File: src/rtl/shift_issue.sv
// Shift issue stage: decodes R-type shifts, buffers them in a 2-entry FIFO, presents the head to the shifter.
// Latency 1 cycle (no bypass); in_ready depends only on occupancy; optional stall counter via SHIFT_ISSUE_STALL_CNT_EN.

module shift_issue_fifo #(
  parameter int W = 8
) (
  input  logic         clk,
  input  logic         rst,
  input  logic         flush,
  input  logic         push_vld,
  output logic         push_rdy,
  input  logic [W-1:0] push_dat,
  output logic         pop_vld,
  input  logic         pop_rdy,
  output logic [W-1:0] pop_dat
);

  logic [W-1:0] mem [2];
  logic         wr_ptr;
  logic         rd_ptr;
  logic [1:0]   count;
  logic         push;
  logic         pop;

  // Ready comes from occupancy alone, so a pop never opens room in the same cycle.
  assign push_rdy = (count != 2'd2);
  assign pop_vld  = (count != 2'd0);
  assign push     = push_vld && push_rdy;
  assign pop      = pop_vld && pop_rdy;
  assign pop_dat  = mem[rd_ptr];

  always_ff @(posedge clk or posedge rst) begin
    if (rst) begin
      wr_ptr <= 1'b0;
      rd_ptr <= 1'b0;
      count  <= 2'd0;
    end else if (flush) begin
      wr_ptr <= 1'b0;
      rd_ptr <= 1'b0;
      count  <= 2'd0;
    end else begin
      if (push) wr_ptr <= ~wr_ptr;
      if (pop)  rd_ptr <= ~rd_ptr;
      case ({push, pop})
        2'b10:   count <= count + 2'd1;
        2'b01:   count <= count - 2'd1;
        default: count <= count;
      endcase
    end
  end

  always_ff @(posedge clk) begin
    if (push && !flush) mem[wr_ptr] <= push_dat;
  end

endmodule

module shift_issue #(
  parameter int DATA_W  = 32,
  parameter int SHAMT_W = 6
) (
  input  logic               clk,
  input  logic               rst,
  input  logic               flush,
  input  logic               in_valid,
  output logic               in_ready,
  input  logic [5:0]         in_funct,
  input  logic [4:0]         in_shamt,
  input  logic [DATA_W-1:0]  in_rs,
  input  logic [DATA_W-1:0]  in_rt,
  output logic               out_valid,
  input  logic               out_ready,
  output logic [DATA_W-1:0]  out_op1,
  output logic [SHAMT_W-1:0] out_shamt,
  output logic [1:0]         out_operation,
  output logic               out_illegal
`ifdef SHIFT_ISSUE_STALL_CNT_EN
  ,
  output logic [15:0]        stall_cnt
`endif
);

  typedef struct packed {
    logic               illegal;
    logic [1:0]         operation;
    logic [SHAMT_W-1:0] shamt;
    logic [DATA_W-1:0]  op1;
  } entry_t;

  localparam logic [1:0] OP_SRL = 2'b00;
  localparam logic [1:0] OP_SRA = 2'b01;
  localparam logic [1:0] OP_SLL = 2'b10;
  localparam logic [1:0] OP_BAD = 2'b11;

  entry_t dec_dat;
  entry_t head_dat;

  // Only rs[4:0] feeds variable shifts; the shamt MSB is always zero.
  always_comb begin
    dec_dat           = '0;
    dec_dat.op1       = in_rt;
    dec_dat.operation = OP_BAD;
    dec_dat.illegal   = 1'b0;
    case (in_funct)
      6'h00: begin dec_dat.operation = OP_SLL; dec_dat.shamt = SHAMT_W'(in_shamt);   end
      6'h02: begin dec_dat.operation = OP_SRL; dec_dat.shamt = SHAMT_W'(in_shamt);   end
      6'h03: begin dec_dat.operation = OP_SRA; dec_dat.shamt = SHAMT_W'(in_shamt);   end
      6'h04: begin dec_dat.operation = OP_SLL; dec_dat.shamt = SHAMT_W'(in_rs[4:0]); end
      6'h06: begin dec_dat.operation = OP_SRL; dec_dat.shamt = SHAMT_W'(in_rs[4:0]); end
      6'h07: begin dec_dat.operation = OP_SRA; dec_dat.shamt = SHAMT_W'(in_rs[4:0]); end
      default: begin
        dec_dat.operation = OP_BAD;
        dec_dat.shamt     = '0;
        dec_dat.illegal   = 1'b1;
      end
    endcase
  end

  shift_issue_fifo #(
    .W($bits(entry_t))
  ) u_fifo (
    .clk      (clk),
    .rst      (rst),
    .flush    (flush),
    .push_vld (in_valid),
    .push_rdy (in_ready),
    .push_dat (dec_dat),
    .pop_vld  (out_valid),
    .pop_rdy  (out_ready),
    .pop_dat  (head_dat)
  );

  // Empty slots may hold stale data; mask so the shifter sees zeros when idle.
  assign out_op1       = out_valid ? head_dat.op1       : '0;
  assign out_shamt     = out_valid ? head_dat.shamt     : '0;
  assign out_operation = out_valid ? head_dat.operation : 2'b00;
  assign out_illegal   = out_valid ? head_dat.illegal   : 1'b0;

`ifdef SHIFT_ISSUE_STALL_CNT_EN
  always_ff @(posedge clk or posedge rst) begin
    if (rst) begin
      stall_cnt <= 16'd0;
    end else if (out_valid && !out_ready && (stall_cnt != 16'hFFFF)) begin
      stall_cnt <= stall_cnt + 16'd1;
    end
  end
`endif

  head_stable_a: assert property (@(posedge clk) disable iff (rst)
    (out_valid && !out_ready && !flush) |=>
      (out_valid && $stable({out_op1, out_shamt, out_operation, out_illegal})));

endmodule

File: config.mk
export PLATFORM = sky130hd
export DESIGN_NAME = shift_issue
export DESIGN_NICKNAME = d
export VERILOG_FILES = /design/src/rtl/shift_issue.sv
export SDC_FILE = /design/constraint.sdc
export NUM_CORES = 1
export LEC_CHECK = 0
export ABC_AREA = 1
export BUFFER_PORTS_ARGS = -buffer_cell sky130_fd_sc_hd__buf_2
export CORE_ASPECT_RATIO = 1.1
export CORE_MARGIN = 8
export CORE_UTILIZATION = 49
export DETAILED_ROUTE_END_ITERATION = 7
export PLACE_DENSITY = 0.79
export RECOVER_POWER = 100
export SYNTH_ARGS = -nofsm -noshare
export SYNTH_HDL_FRONTEND = slang
export SYNTH_SLANG_ARGS = --single-unit
export TNS_END_PERCENT = 10
File: constraint.sdc
create_clock -name clk -period 3.94 [get_ports clk]
set_input_delay 0.591 -clock clk [delete_from_list [all_inputs] [get_ports clk]]
set_output_delay 0.591 -clock clk [all_outputs]
set_load 0.02 [all_outputs]
* Word level (Yosys, flattened, before mapping) *
Memories as Yosys holds them, arrays and structs flattened.
Cells that the tools add are included.

storage, ports and cells
  ROM bits = 0
  latch bits = 0
  bits in registers = 4
  memories kept = 1
  memory bits (writable) = 82
  input port bits = 80

memories
  name        words  width  read ports  clocked after Yosys merged registers in  wr ports  RTL line  RTL
  u_fifo.mem  2      41     1           0                                        1         18        logic [W-1:0] mem [2];

operators by class
  div/mod/pow operators = 0
  multiply operators = 0
  add/subtract/negate cells = 2
  bitwise gates (word level) = 2
  $lt $le $gt $ge = 0
  equality and inequality tests = 8
  reductions and logical operators = 10
  muxes and demuxes = 14
  shift operators = 0

operators with widths
  kind                 count
  $pmux 8 s6           1
  $mux 32              1
  $eq 6x3->1 const B   3
  $eq 6x2->1 const B   2
  $mux 1               8
  $logic_not 6->1      1
  $mux 6               1
  $reduce_bool 2->1    3
  $reduce_or 6->1      1
  $mux 2               2
  $pmux 2 s2           1
  $logic_and 1x1->1    3
  $reduce_bool 3->1    1
  $add 2x1->2 const B  1
  $eq 2x1->1 const B   1
  $eq 2x2->1 const B   1
  $ne 2x2->1 const B   1
  $not 1->1            2
  $sub 2x1->2 const B  1
  $logic_not 1->1      1

* Longest topological paths before layout *
Gate-level depths: netlist (run 1).

  depth in word-level cells = 5
  depth in mapped cells = 9
  depth with buffers taken out = 9

* By module *
Synthesis (run 1) repeated with hierarchy kept, for this count alone.

second synthesis, totals
  cells, all modules = 280
  area total of the unflattened synthesis = 3,773.6 µm²

modules (own cells, without submodules)
  module            cells an instance  instances  area an instance (µm²)  sequential area each (µm²)
  shift_issue_fifo  165                1          3,253.1                 2,562.5
  shift_issue       115                1          520.5                   0.0

* Least setup slack after synthesis (run 1) *
No wires, ideal clock.

  kind = register to register
  start point = register u_fifo.count[0]
  end point = memory u_fifo.mem[0][0] (netlist bit), enable pin
  cell stages (with the launch flop) = 7
  path slack = 954 ps
  setup time = 437 ps
  data arrival time = 2,549 ps
  path buffers = 0
  clock period less this slack = 2,986 ps
  cells stage by stage = dfrtp_1 inv_1 nand2_2 nand2_4 inv_2 nand2_1 nor2_1

on the way
  word-level cells in the longest chain between the ends = 5

RTL lines
  item                          RTL line  RTL
  from (decl)                   21        logic [1:0] count;
  from (signal assigned)        45        2'b10: count <= count + 2'd1;
  from (signal assigned)        46        2'b01: count <= count - 2'd1;
  from (signal assigned)        47        default: count <= count;
  $ne 2x2->1                    26        assign push_rdy = (count != 2'd2);
  net in_ready                  66        output logic in_ready,
  $logic_and 1x1->1             28        assign push = push_vld && push_rdy;
  $logic_and 1x1->1             53        if (push && !flush) mem[wr_ptr] <= push_dat;
  $mux 1                        53
  $mux 1 (not written as such)  53
  to (decl)                     18

The timed path passes the listed nets, and every way through them passes these cells.

* Worst setup path in the final report (run 1) *
  start point = register u_fifo.count[0]
  end point = memory u_fifo.mem[0][22] (netlist bit), enable pin

on the way
  word-level cells in the longest chain between the ends = 5

RTL lines
  item                          RTL line
  $ne 2x2->1                    26
  $logic_and 1x1->1             28
  $logic_and 1x1->1             53
  $mux 1                        53
  $mux 1 (not written as such)  53

Every way passes these cells.

==> flow_metrics.py, run 1 <==
metrics = {
    "worst_setup_path": {
        "rr_startpoint": "u_fifo.count[0]",
        "cp_slowest_cell": "nor2_2",
        "critical_path_class": "flip-flop to flip-flop",
        "slowest_delay_ns": 1.56,
        "timing.reg2reg.setup_slack_ns": 0.99,
        "crit_path_start_kind": "flip-flop",
        "r2r_cells": 6,
        "crit_fanout": 40,
        "cp.arrival_ns": 2.87,
        "crit_required_ns": 3.86,
        "crit_chain": "inv_1, nand2_2, nand2_1, inv_1, nand2_1, nor2_2",
        "endpoint_kind": "flip-flop",
        "startpoint": "u_fifo.count[0]",
        "r2r_end": "u_fifo.mem[0][22]",
    },
    "sta": {
        "tns_ns": 0,
        "rsz0062_at_grt": "no",
        "skew_ns": 0.01434,
        "hold_viol_final": 0,
        "hold_slack_ns": 0.1163,
        "finalCritPeriodShare_pct": 74.84,
        "tightest_slew_ns": 2.107,
        "relSlewSlack_pct": -40.64,
        "timing.fmax_mhz": 339.1,
        "finalCriticalPeriod_ns": 2.949,
        "slew_violations": 82,
        "setup_violations": 0,
    },
    "routing": {
        "wl_mm": 7.367,
        "initialDrtViolationCount": 158,
        "dr.max_layer_used": "met4",
        "wl_per_cell_microns": 16.12,
        "wl_met3_microns": 346,
        "drcViolationCount": 0,
        "viasPerCell": 5.098,
        "route.vias.total": 2330,
        "wl_met2_mm": 3.993,
        "met1_length_mm": 2.900,
        "ant_nets": 0,
        "firstDrtPassIters": 4,
    },
    "pwr": {
        "irDropWorstVdd_v": 0.0002960,
        "p_leak_nw": 1.530,
        "powerDensity_mw_per_mm2": 633.9,
    },
    "logic_synthesis": {
        "syn-cell-area_sq_mm": 0.003379,
        "syn-instance-count": 278,
        "syn_area_per_cell_sq_um": 12.16,
        "syn_nets": 358,
        "ys_types": 20,
        "ys_seq_area_share_pct": 74.05,
        "yosysWarnings": 0,
        "synth-seq-cells": 84,
    },
    "clock_tree": {
        "root_buffer": "clkbuf_8",
        "post_cts_resized": 0,
        "cts_tree": "done",
        "post-cts-setup-buffers": 0,
        "clk_pin_slew_ns": 0.07,
        "cts_buffer_depth": 2,
        "cts_buffers": 9,
        "ctsHoldBuffers": 0,
        "cts-htree-levels": 3,
        "clock_latency_ns": 0.35,
        "cts.sinks": 84,
    },
    "global_route": {
        "grt_first_pass_wirelength_mm": 11.72,
        "grt_usage_pct": 15.84,
        "grt_max_degree": 43,
        "grt_remaining_overflow": 0,
        "antenna_found_initial": 0,
        "grt_pass1_vias": 2504,
    },
    "floorplanning": {
        "placement_rows": 31,
        "die_y_microns": 103.1,
        "start_util_pct": 50.95,
        "core_area_sq_mm": 0.006633,
        "die_w_microns": 95.18,
        "io_pins": 123,
        "die-area_sq_mm": 0.009813,
    },
    "status": {
        "violations": "max-capacitance violations, max-slew violations",
        "outcome": "complete, but fails checks",
    },
    "placement": {
        "place_congestion": 0.6954,
        "dp_hpwl_mm": 4.769,
        "portBuffers": 94,
    },
    "layout": {
        "fin_nets": 450,
        "antenna_cells": 0,
        "layout-drive-gt1-share_pct": 16.53,
        "area_delta_synth_final_pct": 19.92,
        "final_util_pct": 61.10,
    },
    "worst_hold_path": {
        "hold_class": "input port to asynchronous set/reset pin",
    },
    "run": {
        "drv_cap": 2,
    },
}
-- worst max path at each step --
| stage | slack (ns) | end |
|---|---|---|
| 4_1_cts | 1.33 | out_op1[15] |
| 3_5_place_dp | 1.58 | u_fifo.mem[1][28] |
| 3_3_place_gp | 1.57 | u_fifo.mem[1][20] |
| 6_report | 0.99 | u_fifo.mem[0][22] |
| 2_1_floorplan | 0.95 | u_fifo.mem[0][0] |
| 5_1_grt | 0.71 | u_fifo.mem[0][32] |
-- flip-flops by register name, indices dropped and copies added, names as in the netlist --
name	cells
u_fifo.wr_ptr	1
u_fifo.rd_ptr	1
u_fifo.count	2
u_fifo.mem	80
-- stage by stage --
stage	std cells	setup WS [ns]	area, sq um	total power, mW
finish	457	0.9913	4053	2.569
detailed placement	441	1.578	3910	1.939
CTS	457	1.329	4143	2.644
global placement	441	1.574	3910	1.921
floorplan	278	0.9538	3379	1.661
global route	457	0.7142	4053	2.708
-- per-layer routing --
metal	global-route usage, %	up-vias
li1	-	1140
met1	16.34	1114
met2	28.97	67
met3	3.496	9
met4	8.654	0
met5	0	-
-- cells in the mapped netlist, drive strengths merged --
cell type  instances  share of area [%]
conb               1               0.11
dfrtp              4                3.0
xnor2              1               0.26
nand2             97                 11
clkbuf             4               0.44
nor2               7                1.2
buf               11                1.7
inv               13                1.4
a21oi             42                6.3
o21ai              1               0.15
nand3             16                2.7
edfxtp            80                 71
o22ai              1               0.19
-- cell usage in the layout, fill, tap and decap left out, types with 4 or more instances in the layout --
cell	count
a21oi_1	41
buf_2	38
clkbuf_1	59
clkbuf_8	9
dfrtp_1	4
edfxtp_1	80
inv_1	12
nand2_1	95
nand3_1	15
-- logic make-up (layout without fill, tap and decap cells) --
kind of cell,Yosys count,in the layout,share of synthesized area (%)
compound gates,44,44,6.664
xor+xnor,1,1,0.2592
buf+inv,28,125,3.591
flops,84,84,74.05
other cells,1,1,0.1110
simple gates,120,120,15.33
-- report_power, final --
group	switching, mW	internal [mW]	leakage, nW
logic	0.580	0.182	0.639
clock network	0.287	0.422	0.111
registers	0.0310	1.07	0.780
total	0.898	1.67	1.53
-- critical path, delay by kind of cell, from the launching register on --
kind	cells	cell delay, ns
AND/OR/NAND/NOR	4	1.86
flip-flops	1	0.45
buffers and inverters	2	0.22
-- layout make-up --
class | count | area, sq um
Multi-Input combinational cell | 166 | 750.7
Clock inverter | 4 | 97.59
Sequential cell | 84 | 2502
Tap cell | 82 | 102.6
Fill cell | 580 | 2580
Clock buffer | 12 | 135.1
Inverter | 13 | 48.80
Timing Repair Buffer | 96 | 415.4
Power figures use the tool's default switching activity.
==> run 2, diff against run 1 <==
Settings changed: ABC_AREA 1 to 0.
Clock period 3.94 ns to 3.05 ns, I/O delays scaled along.
==> run 2 against run 1 <==
Compared with the run above: the flow now finishes without violations; utilization grew 0.23 points; global-route usage shrank 1.8 points; critical path type is now flip-flop to primary output; critical path depth shrank 2; via count shrank 14%; count of clock-buffer cells in the layout shrank 3.
==> flow_metrics.py, run 2 <==
metrics = {
    "status": {
        "outcome": "completed",
    },
    "sta": {
        "hold_viol_final": 0,
        "tightest_slew_ns": 1.342,
        "relSlewSlack_pct": 10.55,
        "finalCriticalPeriod_ns": 2.563,
        "slew_violations": 0,
        "timing.fmax_mhz": 390.1,
        "setup_violations": 0,
        "hold_slack_ns": 0.3012,
        "skew_ns": 0.007367,
        "rsz0062_at_grt": "no",
        "tns_ns": 0,
        "finalCritPeriodShare_pct": 84.04,
    },
    "logic_synthesis": {
        "yosys-mux-area-fraction_pct": 13.75,
        "async_flop_share_pct": 4.762,
        "synth_adder_area_share_pct": 0,
        "synth-seq-cells": 84,
        "syn-instance-count": 215,
        "synth_edf_count": 80,
        "yosysMostFrequentCell": "edfxtp_1",
        "ys_types": 23,
        "yosys.area.top_type": "edfxtp_1",
        "synth_top_family_by_area": "multiplexers",
        "ys_seq_area_share_pct": 74.71,
        "synth-compound-area-share_pct": 1.494,
        "yosys.area_share.simple_pct": 7.135,
        "synthXorXnorAreaFrac_pct": 0.2615,
        "syn-cell-area_sq_mm": 0.003349,
        "synth_ff_type": "edfxtp_1",
        "syn_nets": 295,
        "netlist_top_cells_area": "edfxtp_1, mux2i_1, nor2_1",
        "synth_top_area_share_pct": 71.72,
        "syn_area_per_cell_sq_um": 15.58,
        "ys_top_cells_by_count": "edfxtp_1, nor2_1, mux2i_1, buf_2, buf_4",
        "yosysWarnings": 0,
    },
    "clock_tree": {
        "cts_tree": "done",
        "cts_buffers": 9,
        "cts-htree-levels": 3,
        "cts.sinks": 84,
        "clock_latency_ns": 0.34,
        "cts_buffer_depth": 2,
        "clk_pin_slew_ns": 0.08,
        "root_buffer": "clkbuf_8",
    },
    "layout": {
        "mostFrequentLayoutCells": "edfxtp_1, clkbuf_1, nor2_1, mux2i_1, buf_2",
        "layout_commonest_cell": "edfxtp_1",
        "fin_nets": 397,
        "layout-drive-gt1-share_pct": 18.63,
        "num-fill-cells": 567,
        "largest_reg_flops": 80,
        "largestRegisters": "u_fifo.mem (80), u_fifo.count (2)",
        "antenna_cells": 0,
        "area_delta_synth_final_pct": 20.73,
        "top_register": "u_fifo.mem",
    },
    "routing": {
        "firstDrtPassIters": 4,
        "ant_nets": 0,
        "route.vias.total": 2006,
        "wl_per_cell_microns": 16.36,
        "initialDrtViolationCount": 60,
        "viasPerCell": 4.965,
        "wl_mm": 6.611,
        "drcViolationCount": 0,
    },
    "global_route": {
        "grt_pass1_vias": 2286,
        "grt_remaining_overflow": 0,
        "antenna_found_initial": 1,
        "grt_usage_pct": 14.01,
        "grt_max_degree": 27,
        "grt_first_pass_wirelength_mm": 10.29,
    },
    "floorplanning": {
        "die-area_sq_mm": 0.009740,
        "io_pins": 123,
        "die_w_microns": 94.83,
        "start_util_pct": 50.80,
        "placement_rows": 31,
        "core_area_sq_mm": 0.006594,
        "die_y_microns": 102.7,
    },
    "pwr": {
        "seq_power_share_pct": 56.3,
        "internal_power_mw": 1.784,
        "p_leak_nw": 1.412,
        "irDropWorstVdd_v": 0.0003114,
        "comb_power_share_pct": 11.9,
        "powerDensity_mw_per_mm2": 585.0,
        "pwr-share-clk_pct": 31.7,
        "swShare_pct": 24.57,
        "p_switching_uw": 581.2,
    },
    "worst_hold_path": {
        "hold_class": "input port to flip-flop",
    },
    "worst_setup_path": {
        "critical_path_class": "flip-flop to primary output",
        "crit_fanout": 26,
        "timing.reg2reg.setup_slack_ns": 0.51,
        "crit_required_ns": 2.59,
        "endpoint_kind": "primary output",
        "cp.arrival_ns": 2.11,
        "crit_path_start_kind": "flip-flop",
    },
    "placement": {
        "portBuffers": 94,
        "place_congestion": 0.7152,
        "dp_hpwl_mm": 4.562,
    },
    "run": {
        "drv_cap": 0,
    },
}
run 2: through the flow:
| stage | setup slack (ns) | total power [mW] | cell area (sq um) | instances | utilization, % |
|---|---|---|---|---|---|
| floorplan | -1.031 | 1.542 | 3354 | 215 | - |
| global placement | 1.064 | 1.650 | 3946 | 387 | 59.85 |
| detailed placement | 1.076 | 1.659 | 3946 | 387 | 59.85 |
| CTS | 0.6739 | 2.410 | 4146 | 404 | 62.88 |
| global route | 0.3092 | 2.464 | 4044 | 404 | 61.33 |
| finish | 0.4867 | 2.366 | 4044 | 404 | 61.33 |
run 2: logic make-up (layout without fill, tap and decap cells):
logic type | Yosys count | count (layout)
AO/OA/AOI/OAI | 9 | 9
XOR/XNOR | 1 | 1
buffers and inverters | 16 | 123
flip-flops | 84 | 84
multiplexers | 46 | 46
other | 1 | 1
AND/OR/NAND/NOR | 58 | 58
run 2: per-layer routing:
| layer | global-route usage (%) | part of all wire (%) |
|---|---|---|
| met5 | 0 | 0.12 |
| met2 | 25.21 | 51 |
| met4 | 7.091 | 1.4 |
| met1 | 14.29 | 40 |
| met3 | 4.370 | 7.6 |
run 2: area by class of cell:
type	instances	area (sq um)	share of cell area [%]
Clock buffer	9	123.9	3.063
Tap cell	82	102.6	2.537
Clock inverter	7	66.31	1.640
Multi-Input combinational cell	115	769.5	19.03
Inverter	5	18.77	0.4641
Timing Repair Buffer	102	460.4	11.39
Sequential cell	84	2502	61.88
run 2: worst max-delay path: stages (launching register included):
cell	delay, ns
dfrtp_1	0.95
buf_12	0.31
mux2i_1	0.11
nor2_1	0.11
clkbuf_1	0.27
run 2: final timing paths:
| path | from | endpoint | depth (start not counted) |
|---|---|---|---|
| worst min-delay path | in_rt[28] | u_fifo.mem[0][28] | 1 |
| worst min register to register | u_fifo.wr_ptr | u_fifo.wr_ptr | 2 |
| worst max register to register | u_fifo.count[1] | u_fifo.mem[1][32] | 5 |
| max in group asynchronous | rst | u_fifo.rd_ptr | 3 |
| worst max-delay path | u_fifo.rd_ptr | out_illegal | 4 |
| min in group asynchronous | rst | u_fifo.count[1] | 3 |
run 2: what timing repair did:
item | in CTS | in global routing
hold buffers | 1 | 0
hold endpoints to repair | 4 | 0
setup buffers | 0 | 0
resized for setup | 0 | 0
run 2: power by group through the flow:
stage	Sequential [mW]	Clock (mW)	Combinational, mW
3_3_place_gp	1.35	0	0.295
5_1_grt	1.34	0.817	0.311
2_1_floorplan	1.35	0	0.196
6_report	1.33	0.751	0.283
3_5_place_dp	1.36	0	0.302
4_1_cts	1.33	0.774	0.304
